<file path="config.mk">
export PLATFORM = sky130hd
export DESIGN_NAME = battlefront_calc
export DESIGN_NICKNAME = d
export VERILOG_FILES = /design/src/rtl/battle_pkg.sv /design/src/rtl/tick_divider.sv /design/src/rtl/battlefront_calc.sv
export SDC_FILE = /design/constraint.sdc
export NUM_CORES = 1
export LEC_CHECK = 0
export CAP_MARGIN = 15
export CORE_MARGIN = 4
export CORE_UTILIZATION = 40
export CTS_CLUSTER_SIZE = 30
export DETAILED_ROUTE_END_ITERATION = 6
export PLACE_DENSITY = 0.77
export SETUP_SLACK_MARGIN = 0.05
export SLEW_MARGIN = 10
export SYNTH_ARGS = -nofsm -noshare
export SYNTH_HDL_FRONTEND = slang
export SYNTH_SLANG_ARGS = --single-unit
</file>
<file path="constraint.sdc">
create_clock -name clk -period 3.6 [get_ports clk]
set_clock_uncertainty 0.1 [all_clocks]
set_input_delay 0.36 -clock clk [delete_from_list [all_inputs] [get_ports clk]]
set_output_delay 0.36 -clock clk [all_outputs]
set_load 0.05 [all_outputs]
</file>
<file path="src/rtl/battle_pkg.sv">
// Shared widths, sentinels, FSM encoding and helpers for the battlefront calculator.
package battle_pkg;

  localparam int POS_W = 9;
  localparam int DMG_W = 8;

  localparam logic [POS_W-1:0] NO_FRONT = 9'h1FF;
  localparam logic [DMG_W-1:0] DMG_MAX  = 8'hFF;

  // FSM encoding kept as plain constants for compatibility with existing code.
  localparam logic [1:0] ST_IDLE   = 2'd0;
  localparam logic [1:0] ST_SCAN   = 2'd1;
  localparam logic [1:0] ST_DAMAGE = 2'd2;
  localparam logic [1:0] ST_MOVE   = 2'd3;

  // Damage addition that clamps at DMG_MAX instead of wrapping.
  function automatic logic [DMG_W-1:0] sat_add(input logic [DMG_W-1:0] a,
                                               input logic [DMG_W-1:0] b);
    logic [DMG_W:0] wide;
    wide = {1'b0, a} + {1'b0, b};
    return wide[DMG_W] ? DMG_MAX : wide[DMG_W-1:0];
  endfunction

endpackage

</file>
<file path="src/rtl/tick_divider.sv">
// Round pacing counter: counts enabled cycles and flags the last one of a period.
module tick_divider #(
  parameter int TICK_DIV = 8
) (
  input  logic clk,
  input  logic reset,
  input  logic enable,
  input  logic clear,
  output logic tick
);

  localparam int CNT_W = (TICK_DIV > 2) ? $clog2(TICK_DIV) : 1;
  localparam logic [CNT_W-1:0] LAST = CNT_W'(TICK_DIV - 1);

  logic [CNT_W-1:0] count;

  // Count while enabled; clear has priority so the next period starts at zero.
  always_ff @(posedge clk or posedge reset) begin
    if (reset) begin
      count <= '0;
    end else if (clear) begin
      count <= '0;
    end else if (enable) begin
      count <= count + 1'b1;
    end
  end

  assign tick = (count == LAST);

endmodule

</file>
<file path="src/rtl/battlefront_calc.sv">
// Battle round sequencer: waits TICK_DIV idle cycles, scans player slots one per
// cycle for the frontmost alive unit and summed attack, then issues one damage
// and one move strobe. All outputs are registered one cycle behind the FSM state.
module battlefront_calc
  import battle_pkg::*;
#(
  parameter int NUM_UNITS = 4,
  parameter int TICK_DIV  = 8
) (
  input  logic                       clk,
  input  logic                       reset,
  input  logic                       enable,
  input  logic [9*NUM_UNITS-1:0]     playerPos,
  input  logic [NUM_UNITS-1:0]       playerAlive,
  input  logic [8*NUM_UNITS-1:0]     playerDmgOut,
  input  logic [8:0]                 enemyPos,
  input  logic [7:0]                 enemyDmgOut,
  input  logic [1:0]                 enemyType,
  output logic                       enemyMoveSCEN,
  output logic                       enemyDamageSCEN,
  output logic [7:0]                 enemyDamageIn,
  output logic [8:0]                 enemyUnitFront,
  output logic                       playerMoveSCEN,
  output logic                       playerDamageSCEN,
  output logic [8*NUM_UNITS-1:0]     playerDamageIn,
  output logic [8:0]                 playerUnitFront
);

  localparam int IDX_W = (NUM_UNITS > 1) ? $clog2(NUM_UNITS) : 1;
  localparam logic [IDX_W-1:0] LAST_IDX = IDX_W'(NUM_UNITS - 1);

  logic [1:0]        state;
  logic [IDX_W-1:0]  scan_idx;
  logic [POS_W-1:0]  best_pos, best_pos_nxt;
  logic [IDX_W-1:0]  best_idx, best_idx_nxt;
  logic              best_valid, best_valid_nxt;
  logic [DMG_W-1:0]  dmg_sum, dmg_sum_nxt;
  logic [POS_W-1:0]  slot_pos;
  logic [DMG_W-1:0]  slot_dmg;
  logic              slot_alive;
  logic              enemy_alive;
  logic              scan_last;
  logic              div_en, div_clr, tick;
  logic [DMG_W*NUM_UNITS-1:0] player_dmg_nxt;

  assign enemy_alive = (enemyType != 2'd0);
  assign scan_last   = (state == ST_SCAN) && (scan_idx == LAST_IDX);
  assign div_en      = enable && (state == ST_IDLE);
  assign div_clr     = div_en && tick;

  tick_divider #(
    .TICK_DIV(TICK_DIV)
  ) u_tick_divider (
    .clk    (clk),
    .reset  (reset),
    .enable (div_en),
    .clear  (div_clr),
    .tick   (tick)
  );

  // Fold the currently indexed slot into the running front/sum; strict '<' keeps the lowest index on ties.
  always_comb begin
    slot_pos       = playerPos[int'(scan_idx)*POS_W +: POS_W];
    slot_dmg       = playerDmgOut[int'(scan_idx)*DMG_W +: DMG_W];
    slot_alive     = playerAlive[scan_idx];
    best_pos_nxt   = best_pos;
    best_idx_nxt   = best_idx;
    best_valid_nxt = best_valid;
    dmg_sum_nxt    = dmg_sum;
    if (slot_alive) begin
      if (!best_valid || (slot_pos < best_pos)) begin
        best_pos_nxt   = slot_pos;
        best_idx_nxt   = scan_idx;
        best_valid_nxt = 1'b1;
      end
      dmg_sum_nxt = sat_add(dmg_sum, slot_dmg);
    end
  end

  // Per-slot damage: only the frontmost valid slot is hit, and only by a live enemy.
  always_comb begin
    player_dmg_nxt = '0;
    if ((state == ST_DAMAGE) && enemy_alive && best_valid) begin
      player_dmg_nxt[int'(best_idx)*DMG_W +: DMG_W] = enemyDmgOut;
    end
  end

  // Round sequencing and scan accumulators; a round in flight always runs to MOVE.
  always_ff @(posedge clk or posedge reset) begin
    if (reset) begin
      state      <= ST_IDLE;
      scan_idx   <= '0;
      best_pos   <= NO_FRONT;
      best_idx   <= '0;
      best_valid <= 1'b0;
      dmg_sum    <= '0;
    end else begin
      case (state)
        ST_IDLE: begin
          if (div_clr) begin
            state      <= ST_SCAN;
            scan_idx   <= '0;
            best_pos   <= NO_FRONT;
            best_idx   <= '0;
            best_valid <= 1'b0;
            dmg_sum    <= '0;
          end
        end
        ST_SCAN: begin
          best_pos   <= best_pos_nxt;
          best_idx   <= best_idx_nxt;
          best_valid <= best_valid_nxt;
          dmg_sum    <= dmg_sum_nxt;
          scan_idx   <= scan_idx + 1'b1;
          if (scan_idx == LAST_IDX) begin
            state <= ST_DAMAGE;
          end
        end
        ST_DAMAGE: state <= ST_MOVE;
        default:   state <= ST_IDLE;
      endcase
    end
  end

  // Registered outputs: strobes and damage follow the state, fronts latch as the scan completes.
  always_ff @(posedge clk or posedge reset) begin
    if (reset) begin
      enemyMoveSCEN    <= 1'b0;
      enemyDamageSCEN  <= 1'b0;
      enemyDamageIn    <= '0;
      enemyUnitFront   <= NO_FRONT;
      playerMoveSCEN   <= 1'b0;
      playerDamageSCEN <= 1'b0;
      playerDamageIn   <= '0;
      playerUnitFront  <= '0;
    end else begin
      enemyDamageSCEN  <= (state == ST_DAMAGE);
      playerDamageSCEN <= (state == ST_DAMAGE);
      enemyMoveSCEN    <= (state == ST_MOVE);
      playerMoveSCEN   <= (state == ST_MOVE);
      enemyDamageIn    <= ((state == ST_DAMAGE) && enemy_alive) ? dmg_sum : '0;
      playerDamageIn   <= player_dmg_nxt;
      if (scan_last) begin
        enemyUnitFront  <= best_valid_nxt ? best_pos_nxt : NO_FRONT;
        playerUnitFront <= enemy_alive ? enemyPos : '0;
      end
    end
  end

endmodule

</file>
; Word level (Yosys, flattened, before mapping)
; Cells that the tools add are included.
[word_totals]
out_inout_bits = 62
elab_cells = 77
in_bits = 94
latch_bits = 0
mem_count = 0
regBits = 87
rom_bits = 0
mem_bits_rw = 0
[classes]
eq_ne = 9
n_mux = 28
order_cmp = 2
mul = 1
shift = 4
bitwise = 1
add_sub_neg = 4
reduce_logical = 15
div_mod_pow = 0
[op_table]
columns = op, count
row1 = two-way mux 9 bit, 5
row2 = variable part select 36 x 7 -> 9 bit, 1
row3 = negator 5 -> 33 bit, 1
row4 = variable shift 8 x 33 -> 32 bit (first input constant), 1
row5 = variable part select 8 x 33 -> 32 bit, 1
row6 = AND 32 bit, 1
row7 = two-way mux 32 bit, 1
row8 = two-way mux 8 bit, 4
row9 = variable part select 32 x 6 -> 8 bit, 1
row10 = case mux 9 bit (2 select lines), 1
row11 = case mux 8 bit (2 select lines), 1
row12 = two-way mux 2 bit, 5
row13 = adder 8 x 8 -> 9 bit, 1
row14 = less-than comparator 9 bit, 1
row15 = case mux 2 bit (2 select lines), 2
row16 = equality test 2 bit (second input constant), 3
row17 = multiplier 2 x 4 -> 6 bit (second input constant), 1
row18 = two-way mux 3 bit, 2
row19 = case mux 2 bit (3 select lines), 1
row20 = nonzero test 2 bit, 3
row21 = logical AND 1 bit, 5
row22 = two-way mux 1 bit, 4
row23 = inequality test 2 x 1 -> 1 bit (second input constant), 2
row24 = inequality test 2 bit (second input constant), 2
row25 = 13 further kinds, 14

; Longest topological paths before layout
[logic_depth]
ltp_word = 7
depth_mapped = 10
mapped_depth_nobuf = 8

; Modules after synthesis
; A second synthesis with hierarchy kept.
[unflattened]
hier_cells = 382
area_unflattened_um2 = 4510.6
[modules_own_cells]
columns = mod, n_inst, area_each_um2, cells_per_inst
row1 = battlefront_calc, 1, 4366.7, 370
row2 = tick_divider, 1, 143.9, 12

; Worst setup path after synthesis
; OpenSTA, ideal clock, no wires.
[synth_path]
path_kind = reg-to-reg
from = reg scan_idx[1]
to = reg dmg_sum[0]
setup_slack_ns = 0.352
arrival_ns = 3.021
setup_ns = 0.127
path_stages_with_launch = 11
cell_sequence = dfrtp_1 > buf_1 > buf_1 > mux4_2 > ha_1 > fa_1 > a211o_1 > a21oi_1 > o21ai_0 > a211oi_1 > o21ai_0
[synth_via]
elab_chain_cells = 5
elab_cells_between_ends = 9
cone_classes = 1 x add/sub / 1 x eq/ne / 1 x shift / 5 x mux / 1 x reduce/logical
[synth_lines]
columns = item, line
row1 = "start, declared", battlefront_calc.sv:33  ; logic [IDX_W-1:0] scan_idx;
row2 = "start signal, assigned", battlefront_calc.sv:114  ; scan_idx <= scan_idx + 1'b1;
row3 = variable part select 32 x 6 -> 8 bit, battlefront_calc.sv:64  ; slot_dmg = playerDmgOut[int'(scan_idx)*DMG_W +: DMG_W];
row4 = adder 8 x 8 -> 9 bit, battle_pkg.sv:20  ; wide = {1'b0, a} + {1'b0, b};
row5 = two-way mux 8 bit, battle_pkg.sv:21  ; return wide[DMG_W] ? DMG_MAX : wide[DMG_W-1:0];
row6 = two-way mux 8 bit, battlefront_calc.sv:70  ; if (slot_alive) begin
row7 = case mux 8 bit (2 select lines), battlefront_calc.sv:98  ; case (state)
row8 = "end signal, assigned", battlefront_calc.sv:113  ; dmg_sum <= dmg_sum_nxt;
row9 = "end, declared", battlefront_calc.sv:37  ; logic [DMG_W-1:0] dmg_sum, dmg_sum_nxt;
; Several ways; a longest one is shown, not always the timed one. The select of a mux whose other input is x is not followed.
; A chain may end at the register's enable or synchronous reset.

; Worst setup path after layout
[layout_path]
from = reg scan_idx[1]
to = reg dmg_sum[7]
; Same word-level chain as after synthesis.

==> qor.yml <==
status: "finished, final reports clean"
fill_cells: 946
tritoncts: "yes"
arrival_ns: 3.33
place_hpwl_microns: 9330
fin_crit_sh_pct: 89.9
synth-edff-count: 0
placed_cells: 691
grt_first_pass_wirelength_microns: 19000
yosysWarnings: 0
cts-root-buf: "clkbuf_16"
instances_no_fill: 707
r2r_end: "dmg_sum[7]"
async_flop_share_pct: 100
drv_slew: 0
cts_hold_buf: 0
setup_viol: 0
rsz0062_at_grt: "false"
crit_type: "reg2reg"
viasPerCell: 5.34
core_sq_um: 11500
ys_ff_latch: 87
nets: 682
worst-path-max-fanout: 16
gp_congestion: 0.841
postRouteAntennaNets: 0
die_area_sq_um: 13600
antenna_found_initial: 0
clk_path_buf_depth: 2
cts_htree_levels: 3
drt_iter0_markers: 325
cts_resized: 0
tightest_slew_ns: 0.913
cts_setup_buffers: 0
std_cell_rows: 39
holdPathStages: 2
yosysUniqueCellTypes: 58
dr.pass1.iters: 4
grtUsageTotal_pct: 17.7
ir_drop_mv: 0.600
grt_max_degree: 70
seq_area_sq_um: 2200
grt_pass1_vias: 3889
ys_seq_area_share_pct: 46.8
pwr_density_cell_nw_per_um2: 772
required_ns: 3.69
syn_nets: 528
crit_path_end_kind: "register"
start_util_pct: 41.0
dp_slack_ns: 0.320
port_buffers: 155
numCtsBuffers: 9
area_growth_pct: 42.0
antenna_cells: 0
hold_violations: 0
fin_ws_ns: 0.365
netlist_area_sq_um: 4700
avgSynthCellArea_sq_um: 11.6
clk_latency_ns: 0.33
multiInputGateArea_sq_um: 2320
final.min_clock_period_ns: 3.24
final_common_cell: "clkdlybuf4s50_1"
cap_violations: 0
r2r_slack_ns: 0.36
mostFrequentLayoutCells: "155 x clkdlybuf4s50_1, 69 x dfrtp_1, 41 x and2_1"
clk_pin_slew_worst_paths_ns: 0.06
ios: 156
synthFlopType: "dfrtp_1"
reg2regPathDepth: 8
dr_total_vias: 3778
post-route-drc-count: 0
timing.rr.start: "scan_idx[1]"
cp-start-kind: "register"
die_w_microns: 116
wire_per_inst_microns: 16.6
cts_sinks: 87
final_layout_size_suffix_gt1_share_pct: 12.9
min_to: "u_tick_divider.count[2]"
p_leak_nw: 2.87
fp.dieH_microns: 116
slew_headroom_pct: 39.0
hp-start: "u_tick_divider.count[2]"
netlist_instances: 405
grt-ovfl-total: 0
hp-class: "reg2reg"
setup_tns_ns: 0
fmax_ghz: 0.309
wirelength_microns: 11700
[registers in the layout (all words and copies together) (netlist names)]
register / flops
enemyDamageIn: 8
playerDamageSCEN: 1
playerDamageIn: 32
best_valid: 1
playerMoveSCEN: 1
playerUnitFront: 9
u_tick_divider.count: 3
best_idx: 2
best_pos: 9
scan_idx: 2
enemyUnitFront: 9
dmg_sum: 8
state: 2
[worst max-delay path by stage]
stage	start	to	slack, ns	depth (start not counted)
6_report	scan_idx[1]	dmg_sum[7]	0.36	8
5_1_grt	scan_idx[1]	dmg_sum[7]	0.12	8
4_1_cts	scan_idx[1]	dmg_sum[7]	0.38	8
3_5_place_dp	playerDmgOut[24]	dmg_sum[3]	0.32	9
3_3_place_gp	playerDmgOut[24]	dmg_sum[1]	0.39	9
2_1_floorplan	scan_idx[1]	dmg_sum[0]	0.35	10
[routing by layer]
layer  track usage [%]  wire [microns]
met2              29.8            5800
met4              7.12             241
met5                 0               0
met1              22.9            4860
met3              3.01             837
[cell usage after synthesis (7+ instances only)]
library cell,n,area share [%]
dfrtp_1,69,37
mux4_2,18,8.6
mux2i_1,10,2.1
a21oi_1,20,2.1
o21ai_0,13,1.4
a31oi_1,9,1.2
a211oi_1,7,1.1
a22o_1,9,1.7
nor2_1,30,2.4
dfstp_2,18,10
o221a_1,8,1.9
nand2_1,21,1.7
ha_1,28,7.5
inv_1,17,1.4
nand3_1,8,0.85
nor3_1,13,1.4
and2_1,41,5.5
[through the flow]
stage | area [sq um] | total power [mW] | utilization [%] | hold slack [ns]
floorplan | 4700 | 3.50 | - | 0.356
detailed placement | 6360 | 4.21 | 55.5 | 0.391
global route | 6680 | 5.52 | 58.2 | 0.422
finish | 6680 | 5.16 | 58.2 | 0.397
CTS | 6680 | 5.20 | 58.2 | 0.404
global placement | 6360 | 4.12 | 55.5 | 0.368
[critical path, stage by stage, from the launching register on]
cell	delay (ns)
dfrtp_1	0.74
buf_4	0.28
mux4_2	0.34
ha_1	0.32
a211oi_1	0.30
o21bai_1	0.15
a2111oi_0	0.58
or4_1	0.19
nand4_1	0.09
[cells by family (layout without fill, tap and decap cells)]
family	count (synthesis)	after routing	synth area share, %
and+or+nand+nor	128	128	14.3
AOI/OAI and AO/OA	90	90	14.7
DFF	87	87	46.8
buffers and inverters	36	195	3.96
muxes	33	33	12.0
adders and majority gates	29	29	7.88
xor gates and xnor gates	2	2	0.373
[where the power goes]
group          switching (mW)  internal, mW  total [mW]
Combinational            1.57          1.15        2.72
Clock                   0.354         0.605       0.959
Sequential              0.207          1.28        1.48
[cell type report]
type / count / area share [%]
Tap cell: 143 / 2.68
Timing Repair Buffer: 162 / 24.0
Inverter: 17 / 0.993
Clock buffer: 10 / 3.43
Clock inverter: 6 / 1.27
Sequential cell: 87 / 32.9
Multi-Input combinational cell: 282 / 34.7
(Power assumes the default switching activity.)
